`config.mk`:
```
export PLATFORM = sky130hd
export DESIGN_NAME = pulse_stretcher
export DESIGN_NICKNAME = d
export VERILOG_FILES = /design/src/rtl/pulse_pkg.sv /design/src/rtl/stretch_counter.sv /design/src/rtl/pulse_stretcher.sv
export SDC_FILE = /design/constraint.sdc
export NUM_CORES = 1
export LEC_CHECK = 0
export CAP_MARGIN = 15
export CELL_PAD_IN_SITES_DETAIL_PLACEMENT = 0
export CELL_PAD_IN_SITES_GLOBAL_PLACEMENT = 2
export CORE_MARGIN = 2
export CORE_UTILIZATION = 29
export DETAILED_ROUTE_END_ITERATION = 10
export PLACE_DENSITY = 0.73
export SLEW_MARGIN = 20
export SYNTH_ARGS = -nofsm -noshare
export SYNTH_HDL_FRONTEND = slang
export SYNTH_SLANG_ARGS = --single-unit
```
`constraint.sdc`:
```
create_clock -name clk -period 1.8 [get_ports clk]
set_input_delay 0.36 -clock clk [delete_from_list [all_inputs] [get_ports clk]]
set_output_delay 0.36 -clock clk [all_outputs]
set_load 0.03 [all_outputs]
```
`src/rtl/pulse_pkg.sv`:
```
// Shared definitions for the pulse stretcher: FSM state type and default counter width.
package pulse_pkg;

  localparam int CNT_W_DEF = 8;

  typedef enum logic {
    IDLE    = 1'b0,
    STRETCH = 1'b1
  } state_t;

endpackage

```
`src/rtl/stretch_counter.sv`:
```
// Loadable down-counter used to time one stretch; load wins over decrement.
import pulse_pkg::*;

module stretch_counter #(
  parameter int CNT_W = CNT_W_DEF
) (
  input  logic             clk,
  input  logic             rst_n,
  input  logic             i_load,
  input  logic [CNT_W-1:0] i_load_val,
  input  logic             i_dec,
  output logic [CNT_W-1:0] o_cnt,
  output logic             o_is_one
);

  logic [CNT_W-1:0] r_cnt;

  // Counter register: synchronous clear, reload on accepted trigger, else count down.
  always_ff @(posedge clk) begin
    if (!rst_n)      r_cnt <= '0;
    else if (i_load) r_cnt <= i_load_val;
    else if (i_dec)  r_cnt <= r_cnt - 1'b1;
  end

  assign o_cnt    = r_cnt;
  assign o_is_one = (r_cnt == CNT_W'(1));

endmodule

```
`src/rtl/pulse_stretcher.sv`:
```
// Pulse stretcher: each accepted trigger holds level_out high for max(len,1) cycles.
// Optional feature macro: PULSE_STRETCHER_RETRIGGER_EN -- any trigger during a stretch
// reloads the counter (extends the stretch) and dropped is tied low.
import pulse_pkg::*;

module pulse_stretcher #(
  parameter int CNT_W = CNT_W_DEF
) (
  input  logic             clk,
  input  logic             rst_n,
  input  logic             pulse_in,
  input  logic [CNT_W-1:0] len,
  output logic             level_out,
  output logic             done,
  output logic             dropped
);

  state_t           r_state;
  state_t           w_next;
  logic [CNT_W-1:0] w_n;
  logic [CNT_W-1:0] w_cnt;
  logic             w_is_one;
  logic             w_in_stretch;
  logic             w_accept;
  logic             w_dec;

  // len=0 is treated as a one-cycle stretch.
  assign w_n          = (len == '0) ? CNT_W'(1) : len;
  assign w_in_stretch = (r_state == STRETCH);

  // State register; reset beats any trigger on the same edge.
  always_ff @(posedge clk) begin
    if (!rst_n) r_state <= IDLE;
    else        r_state <= w_next;
  end

  // Trigger acceptance and next-state decode.
  always_comb begin
    w_accept = 1'b0;
    w_next   = r_state;
    w_dec    = 1'b0;
`ifdef PULSE_STRETCHER_RETRIGGER_EN
    w_accept = pulse_in;
`else
    // The last cycle of a stretch always accepts, so a held trigger never gaps.
    w_accept = pulse_in && (!w_in_stretch || w_is_one);
`endif
    case (r_state)
      IDLE:    if (w_accept) w_next = STRETCH;
      STRETCH: begin
        w_dec = !w_accept;
        if (!w_accept && w_is_one) w_next = IDLE;
      end
      default: w_next = IDLE;
    endcase
  end

  stretch_counter #(.CNT_W(CNT_W)) u_cnt (
    .clk        (clk),
    .rst_n      (rst_n),
    .i_load     (w_accept),
    .i_load_val (w_n),
    .i_dec      (w_dec),
    .o_cnt      (w_cnt),
    .o_is_one   (w_is_one)
  );

  // level_out comes straight from the state flop, so it has no path from pulse_in.
  assign level_out = w_in_stretch;
  assign done      = w_in_stretch && w_is_one && !w_accept;

`ifdef PULSE_STRETCHER_RETRIGGER_EN
  assign dropped = 1'b0;
`else
  assign dropped = pulse_in && w_in_stretch && (w_cnt > CNT_W'(1));
`endif

endmodule

```
==> results by group <==
Outcome
  • Status: finished with violations
  • Failing checks: setup timing

Critical path
  • Crit-path cells: ha_4, nor4b_4, nand2_2, nor3b_2, buf_4
  • Critical path type: reg -> out
  • Setup crit start kind: flop
  • Buf/Inv on CP: 1
  • Worst path arrival time: 1450 ps
  • R2R setup slack: 130 ps
  • Crit path depth: 5
  • Slowest stage cell, crit path: dfxtp_2
  • CP max FO: 2
  • Top Family by Delay on Critical Path: simple AND/OR/NAND/NOR gates
  • Crit end category: primary output
  • Worst R2R Start: u_cnt.o_cnt[1]$_SDFFE_PN0P_
  • Required @ worst endpoint: 1440 ps
  • Critical Path Source: u_cnt.o_cnt[0]$_SDFFE_PN0P_
  • FF-to-FF path depth: 7
  • Crit-path max cell delay: 370 ps

Route
  • Vias: 700
  • Routed WL per cell: 13.7 um
  • Antenna-violating nets left: 0
  • Initial drt markers: 9
  • Drt pass-1 iters: 4
  • DR vias/cell: 5.15
  • Final wirelength: 1860 um
  • DR DRC count: 0

Clock network
  • Root Buffer: clkbuf_4
  • CTS Buffer Depth: 2
  • Cts bufs inserted: 3
  • Max H-tree Level: 1
  • Hold_buf cts: 0
  • Reg clk slew, reported paths: 70 ps
  • CTS tree: done
  • Clk Latency, worst-skew pair: 260 ps
  • CTS Sinks: 9

STA
  • Final hold viol count: 0
  • Fin crit share: 1.00
  • Skew final: 2.84 ps
  • Max Slew Vio Count: 0
  • Final setup viols: 1
  • PnR worst setup slack: -6.68 ps
  • Max-slew headroom: 0.725
  • Fmax: 0.554 GHz
  • Worst slew pin tran: 412 ps
  • RSZ-0062 raised after global routing: true
  • Min Tclk post-route: 1810 ps

Floorplanning
  • DIE AREA: 0.00266 sq mm
  • Std cell rows: 17
  • Die Width: 51.5 um
  • Die Span Y: 51.5 um
  • Core area: 0.00217 sq mm
  • Initial cell density of the core: 0.302
  • Ports: 14

Yosys
  • Syn Nets: 87
  • Synthesized area: 656 sq um
  • Seq/Total Area, Yosys: 0.275
  • Top cells by area, synth: dfxtp_1, mux2i_1, nor2_1, ha_1, nor4b_4
  • Synth Warn #: 0
  • Unique masters post-synth: 37
  • Yosys reg bits: 9
  • Syn Area/Cell: 8.86 sq um
  • Synth area leader: dfxtp_1
  • Top-area cell type share of the netlist area: 0.275
  • Syn Inst Count: 74

Cells and area
  • Fillcell total: 228
  • Synthesis-to-finish area growth: 58.2%
  • Ant. Diodes: 0
  • Multi-input combinational cell area: 474 sq um
  • Most frequent cells in the layout: buf_4, clkdlybuf4s50_1, nor2_1
  • Commonest non-fill, non-tap cell in the layout: buf_4
  • Share of cells above drive strength 1: 0.417
  • Register Area: 189 sq um
  • Final net count: 122

Power and ir drop
  • Clock power frac: 0.208
  • Maximum vdd drop: 0.342 mV
  • Net Switching: 288 uW
  • Cell Int Power: 516 uW
  • PD cells: 775 mW/mm^2
  • Sequential share of power: 0.341
  • Logic gate share of total power: 0.452
  • Total power: 804 uW
  • Switching share of total power: 0.358
  • Leakage: 0.438 nW

Placement
  • Hpwl dp: 1390 um
  • IO Port Bufs: 13
  • Gpl congestion: 0.853
  • Post-Place Worst Slack: -175 ps

GRT
  • Total GRT Usage: 0.164
  • First-pass GRT wire length: 3130 um
  • Global route overflow: 0
  • Largest net degree at the start of global routing: 11
  • Initial antenna violation count: 0
  • Number of global-route vias before repair: 682

Job
  • Max-cap viol count: 0

Worst hold path
  • Worst Hold Class: reg -> reg
  • Hold Path Cell Cnt: 2
  • Hold wc startpoint: u_cnt.o_cnt[4]$_SDFFE_PN0P_
power by group through the flow:
stage	sequential, mW	clock [mW]	combinational (mW)
after detailed placement	0.269	0	0.294
after global routing	0.277	0.184	0.400
after global placement	0.269	0	0.296
after CTS	0.272	0.171	0.330
after floorplan	0.266	0	0.183
final	0.274	0.167	0.363
path summary, 6_finish.rpt:
path / endpoint
min: u_cnt.o_cnt[4]$_SDFFE_PN0P_
max reg2reg: u_cnt.o_cnt[6]$_SDFFE_PN0P_
min reg2reg: u_cnt.o_cnt[4]$_SDFFE_PN0P_
max: done
Yosys cell counts, drive strengths merged:
master,instances
a211oi,1
a21oi,5
a22o,1
a31oi,1
a32o,1
a41o,1
and3,1
and4,1
buf,2
clkbuf,1
dfxtp,9
ha,2
inv,6
mux2i,4
nand2,5
nand3,3
nand4,1
nor2,8
nor2b,3
nor3,1
nor3b,1
nor4b,1
o21a,2
o21ai,2
o22ai,1
o311a,2
o31ai,1
o32a,1
o41a,1
o41ai,1
or2,1
or3b,1
or4,1
xor2,1
layout make-up:
| class | instances | share of cell area |
|---|---|---|
| sequential | 9 | 0.182 |
| tap | 28 | 0.0338 |
| multi-input combinational | 56 | 0.457 |
| timing repair buffer | 33 | 0.275 |
| inverter | 6 | 0.0265 |
| clock buffer | 4 | 0.0253 |
worst min-delay path, cell delays in order, from the launching register on:
cell     delay [ps]
dfxtp_2         370
nand3_1         100
a21oi_2          50
per-layer routing:
metal	global-route usage	vias up	wire (um)	share of wire
met5	0	-	0	0
li1	-	342	-	-
met3	0.0287	6	82	0.044
met4	0.0965	0	46	0.025
met1	0.208	332	811	0.44
met2	0.261	20	923	0.50
cells by family (layout without fill, tap and decap cells):
| kind of cell | after synthesis | after routing | synth area share |
|---|---|---|---|
| flops | 9 | 9 | 0.275 |
| mux | 4 | 4 | 0.0611 |
| fa+ha+maj | 2 | 2 | 0.0382 |
| buf+inv | 9 | 43 | 0.0591 |
| xor+xnor | 1 | 1 | 0.0134 |
| simple gates | 28 | 28 | 0.275 |
| compound gates | 21 | 21 | 0.279 |
state kept, by name, summed over array words and instances, names as in the netlist:
register / cells
level_out: 1
u_cnt.o_cnt: 8
what timing repair did:
item / CTS / global route
buffers inserted: 3 / 4
setup endpoints to repair: 2 / 2
resized for setup: 14 / 6
pin swaps: 4 / 8
through the flow:
| step | utilization | std cells | TNS, ps | area (sq um) | hold WS (ps) |
|---|---|---|---|---|---|
| final | 0.478 | 136 | -6.68 | 1040 | 549 |
| after global routing | 0.478 | 136 | -133 | 1040 | 581 |
| after CTS | 0.457 | 132 | -63.8 | 991 | 550 |
| after detailed placement | 0.416 | 125 | -705 | 902 | 600 |
| after global placement | 0.416 | 125 | -636 | 902 | 589 |
| after floorplan | - | 74 | 0 | 661 | 478 |
Power figures use the tool's default switching activity.
